**src/rtl/wb_write_sequencer_pkg.sv**
```systemverilog
// Shared pipeline definitions for the write-back sequencer.
//   wb_state_e : write-back FSM state encoding
//   REG_ZERO   : architectural zero register address (writes discarded)
package wb_write_sequencer_pkg;

   typedef enum logic {
      WB_IDLE   = 1'b0,
      WB_SECOND = 1'b1
   } wb_state_e;

   localparam int REG_ZERO = 0;

endpackage

```
**src/rtl/wb_write_sequencer_sat_counter.sv**
```systemverilog
// Saturating up-counter for performance statistics.
//   clk, rst_n : clock, synchronous active-low clear
//   inc        : add one this cycle (ignored once all-ones)
//   count      : current value
module sat_counter #(
   parameter int WIDTH = 16
) (
   input  logic             clk,
   input  logic             rst_n,
   input  logic             inc,
   output logic [WIDTH-1:0] count
);

   always_ff @(posedge clk) begin
      if (!rst_n)
         count <= '0;
      else if (inc && (count != {WIDTH{1'b1}}))
         count <= count + 1'b1;
   end

endmodule

```
**src/rtl/wb_write_sequencer.sv**
```systemverilog
// Write-back sequencer between the MEM/WB register and a single-port
// register file. Dual-destination instructions (A then B) are serialized
// over two cycles while the MEM/WB register and upstream are stalled.
//   clk, rst_n               : clock, synchronous active-low reset
//   hold_in                  : global pipeline hold, freezes everything
//   write_back_mux_sel_in    : port A source, 1 = memory, 0 = ALU
//   alu/mem/hi_data_in       : A sources and B data
//   reg_a/b_wr_addr/en_in    : destination requests
//   rf_wr_en/addr/data       : register file write port
//   mem_wb_en, stall_out     : pipeline control
//   stall_count              : saturating count of serialization stalls
module wb_write_sequencer
   import wb_write_sequencer_pkg::*;
#(
   parameter int DATA_WIDTH     = 32,
   parameter int REG_ADDR_WIDTH = 5,
   parameter int CNT_WIDTH      = 16
) (
   input  logic                      clk,
   input  logic                      rst_n,
   input  logic                      hold_in,
   input  logic                      write_back_mux_sel_in,
   input  logic [DATA_WIDTH-1:0]     alu_data_in,
   input  logic [DATA_WIDTH-1:0]     mem_data_in,
   input  logic [DATA_WIDTH-1:0]     hi_data_in,
   input  logic [REG_ADDR_WIDTH-1:0] reg_a_wr_addr_in,
   input  logic [REG_ADDR_WIDTH-1:0] reg_b_wr_addr_in,
   input  logic                      reg_a_wr_en_in,
   input  logic                      reg_b_wr_en_in,
   output logic                      rf_wr_en,
   output logic [REG_ADDR_WIDTH-1:0] rf_wr_addr,
   output logic [DATA_WIDTH-1:0]     rf_wr_data,
   output logic                      mem_wb_en,
   output logic                      stall_out,
   output logic [CNT_WIDTH-1:0]      stall_count
);

   localparam logic [REG_ADDR_WIDTH-1:0] ZERO_ADDR = REG_ADDR_WIDTH'(REG_ZERO);

   wb_state_e state, state_nxt;
   logic      a_v, b_v, a_eff, dual_start;
   logic [DATA_WIDTH-1:0] a_data;

   // Requests are masked during reset; r0 writes never reach the file.
   assign a_v    = rst_n & reg_a_wr_en_in & (reg_a_wr_addr_in != ZERO_ADDR);
   assign b_v    = rst_n & reg_b_wr_en_in & (reg_b_wr_addr_in != ZERO_ADDR);
   // Same destination: B is architecturally last, so A is simply dropped.
   assign a_eff  = a_v & ~(b_v & (reg_a_wr_addr_in == reg_b_wr_addr_in));
   assign a_data = write_back_mux_sel_in ? mem_data_in : alu_data_in;

   always_ff @(posedge clk) begin
      if (!rst_n)
         state <= WB_IDLE;
      else if (!hold_in)
         state <= state_nxt;
   end

   always_comb begin
      state_nxt  = state;
      rf_wr_en   = 1'b0;
      rf_wr_addr = '0;
      rf_wr_data = '0;
      stall_out  = 1'b0;
      mem_wb_en  = ~hold_in;
      dual_start = 1'b0;
      if (!rst_n) begin
         state_nxt = WB_IDLE;
         mem_wb_en = 1'b1;
      end else if (!hold_in) begin
         case (state)
            WB_IDLE: begin
               if (a_eff) begin
                  rf_wr_en   = 1'b1;
                  rf_wr_addr = reg_a_wr_addr_in;
                  rf_wr_data = a_data;
                  if (b_v) begin
                     // Keep MEM/WB loaded so B is still presented next cycle.
                     stall_out  = 1'b1;
                     mem_wb_en  = 1'b0;
                     dual_start = 1'b1;
                     state_nxt  = WB_SECOND;
                  end
               end else if (b_v) begin
                  rf_wr_en   = 1'b1;
                  rf_wr_addr = reg_b_wr_addr_in;
                  rf_wr_data = hi_data_in;
               end
            end
            WB_SECOND: begin
               rf_wr_en   = b_v;
               rf_wr_addr = reg_b_wr_addr_in;
               rf_wr_data = hi_data_in;
               state_nxt  = WB_IDLE;
            end
            default: state_nxt = WB_IDLE;
         endcase
      end
   end

   sat_counter #(.WIDTH(CNT_WIDTH)) u_stall_cnt (
      .clk   (clk),
      .rst_n (rst_n),
      .inc   (dual_start),
      .count (stall_count)
   );

endmodule

```
**config.mk**
```make
export PLATFORM = sky130hd
export DESIGN_NAME = wb_write_sequencer
export DESIGN_NICKNAME = d
export VERILOG_FILES = /design/src/rtl/wb_write_sequencer_pkg.sv /design/src/rtl/wb_write_sequencer_sat_counter.sv /design/src/rtl/wb_write_sequencer.sv
export SDC_FILE = /design/constraint.sdc
export NUM_CORES = 1
export LEC_CHECK = 0
export ABC_AREA = 1
export ABC_CLOCK_PERIOD_IN_PS = 3300
export CAP_MARGIN = 15
export CORE_ASPECT_RATIO = 1.1
export CORE_UTILIZATION = 35
export DETAILED_ROUTE_END_ITERATION = 16
export PLACE_DENSITY = 0.75
export SLEW_MARGIN = 15
export SYNTH_ARGS = -nofsm -noshare
export SYNTH_HDL_FRONTEND = slang
export SYNTH_SLANG_ARGS = --single-unit
```
**constraint.sdc**
```tcl
create_clock -name clk -period 3.3 [get_ports clk]
set_clock_uncertainty 0.15 [all_clocks]
set_input_delay 0.66 -clock clk [delete_from_list [all_inputs] [get_ports clk]]
set_output_delay 0.66 -clock clk [all_outputs]
set_load 0.005 [all_outputs]
```
==> results.toml <==
[yosys]
synth-compound-area-share_pct = 5.07
yosysSeqAreaShare_pct = 12.0
avgSynthCellArea_um2 = 5.62
yosysTopAreaCell = "nand2_1"
syn_nets = 618
synth_top_family_by_area = "simple AND/OR/NAND/NOR gates"
ys_types = 30
syn_inst = 505
ys_seq_elements = 17
syn_area_mm2 = 0.00284
synthTopCellsByArea = "nand2_1 (15%), nor2_1 (13%), mux2_2 (13%)"
synth.top_cell.area_share_pct = 15.3
synthAdderAreaFrac_pct = 0.441
yosys-mux-area-fraction_pct = 12.7
synth_xor_area_share_pct = 4.32
ys_warn_count = 0
synth-simple-area-share_pct = 51.7

[global_routing]
grt_pass1_vias = 3794
antenna_found_initial = 0
grt_remaining_overflow = 0
grt_max_degree = 40
grt_pass1_wl_mm = 17.1
grt_use_total_pct = 25.4

[pwr]
p_total_uw = 844
peakVddDrop_mv = 0.166
cellPowerDensity_mw_per_mm2 = 165
p_leak_nw = 2.58

[floorplan]
die_x_um = 87.9
num_rows = 34
die-area_mm2 = 0.00848
fp.dieH_um = 96.5
coreArea_mm2 = 0.00787
start_util_pct = 36.1
io_pins = 168

[clocking]
clock_sinks = 17
cts_buffers = 3
insertion_delay_ns = 0.26
clk_pin_slew_ns = 0.06
ctsHoldBuffers = 0
cts_max_path_buffers = 2
tritoncts = "yes"
cts_root_buf = "clkbuf_8"
cts-htree-levels = 1

[layout]
final_cells = 808
antennaDiodeCount = 0
final_cell_mix = "clkdlybuf4s50_1 (118), nand2_1 (112), nor2_1 (97), nand3_1 (71), inv_1 (50)"
drive_gt1_share_pct = 22.6
area_growth_pct = 80.3
final_cell_area_mm2 = 0.00512
final_nets = 814
layout_commonest_cell = "clkdlybuf4s50_1"

[detailed_routing]
routedWlPerCell_um = 14.1
drc_errors = 0
vias_per_cell = 4.93
antenna_left = 0
wl_mm = 11.4
drt-pass1-iter-count = 4
drtIter0Drc = 177
vias = 3982

[worst_setup_path]
rrSetupSlack_ns = 1.33
cp_data_required_time_ns = 2.49
critPathArrivalTime_ns = 2.44
worstSetupStartpointType = "input port"
crit_type = "input port to output pin"
worst_setup_path_end_kind = "output pin"
critPathMaxFanout = 8

[timing]
finalHoldViolCount = 0
min_period_over_period_pct = 98.4
setup_slack_ns = 0.0522
tightestPinTransition_ns = 0.416
maxSlewViolCount = 0
fmax_mhz = 308
finalSetupViolCount = 0
period_minus_slack_ns = 3.25
slew_headroom_pct = 72.1

[place]
dpl.hpwl_mm = 8.01
dp_slack_ns = -0.424
numPortBuffers = 167
place_congestion = 0.844
post_dp_cell_area_mm2 = 0.00475
dp_cells = 779

[worst_hold_path]
hold_path_class = "flip-flop to flip-flop"

[run]
maxCapViolations = 0

[status]
status = "completed"
==> critical path, cell delays in order <==
cell             delay, ns
clkdlybuf4s50_1       0.47
nand2_1               0.06
inv_2                 0.09
nand2_4               0.07
nor2_4                0.10
nor2_4                0.05
buf_12                0.13
buf_6                 0.12
buf_16                0.13
nand2_2               0.06
nand3_1               0.09
nand2_1               0.09
inv_1                 0.04
dlygate4sd2_1         0.26
==> cells by family (layout without fill, tap and decap cells) <==
kind of cell / after synthesis / count (layout)
AND/OR/NAND/NOR: 327 / 331
buffers and inverters: 89 / 280
multiplexers: 32 / 32
AO/OA/AOI/OAI: 25 / 25
flip-flops: 17 / 17
XOR/XNOR: 14 / 14
adder cells (fa/ha/maj): 1 / 1
==> path summary, 6_finish.rpt <==
check,from,depth (start not counted),end
worst max-delay path,reg_b_wr_en_in,14,rf_wr_data[13]
worst min-delay path,u_stall_cnt.count[15],2,u_stall_cnt.count[15]
worst max register to register,u_stall_cnt.count[0],9,u_stall_cnt.count[14]
worst min register to register,u_stall_cnt.count[15],2,u_stall_cnt.count[15]
==> flip-flops by register name (all words and copies together), names as in the netlist <==
name	flops
state	1
u_stall_cnt.count	16
==> per-layer routing <==
layer | share of wire, % | global-route usage (%) | vias to the layer above
met1 | 38 | 28.0 | 1810
met3 | 7.8 | 3.91 | 31
met2 | 51 | 48.5 | 167
li1 | - | - | 1974
met4 | 3.0 | 9.56 | 0
met5 | 0 | 0 | -
==> stage by stage <==
stage          hold WS [ns]  TNS [ns]  util [%]
2_1_floorplan         0.335         0         -
3_3_place_gp          0.344    -11.57      60.3
3_5_place_dp          0.351    -13.69      60.3
4_1_cts               0.364         0      64.5
5_1_grt               0.394  -0.00706      65.0
6_report              0.360         0      65.0
==> power by group <==
part | internal, mW | switching (mW) | leakage (nW) | total, mW
Combinational | 0.272 | 0.206 | 2.42 | 0.478
Clock | 0.0841 | 0.0755 | 0.0255 | 0.160
Sequential | 0.206 | 0.000795 | 0.137 | 0.207
==> area by class of cell <==
type,instances,area [um^2]
inverters,61,238
well taps,108,135
multi-input cells,403,2240
repair buffers,215,2120
flip-flops and latches,17,340
fillers,691,2750
clock inverters,1,5.00
clock buffers,3,41.3
==> cells in the mapped netlist <==
cell,count
nand4_1,2
mux2_2,32
nand2_2,22
nand3_2,3
nand4_2,1
inv_1,55
nand2_4,1
buf_2,6
ha_1,1
nand4_4,1
o21ai_0,10
nor2b_1,1
inv_2,5
nand3_1,71
a21oi_2,5
nor4_1,1
nand3b_1,1
buf_4,4
xnor2_1,6
nand2_1,116
clkbuf_1,14
nor2_2,2
nor2_1,100
clkinv_4,1
nor3_1,2
xor2_1,8
buf_6,4
dfxtp_1,17
a21oi_1,10
nor2_4,3
==> repair_timing <==
item                       CTS  global route
buffers inserted            12             6
resized for setup           79            32
cloned                       7             0
setup endpoints to repair   39            24
pin swaps                    9            10
(Power assumes the default switching activity.)
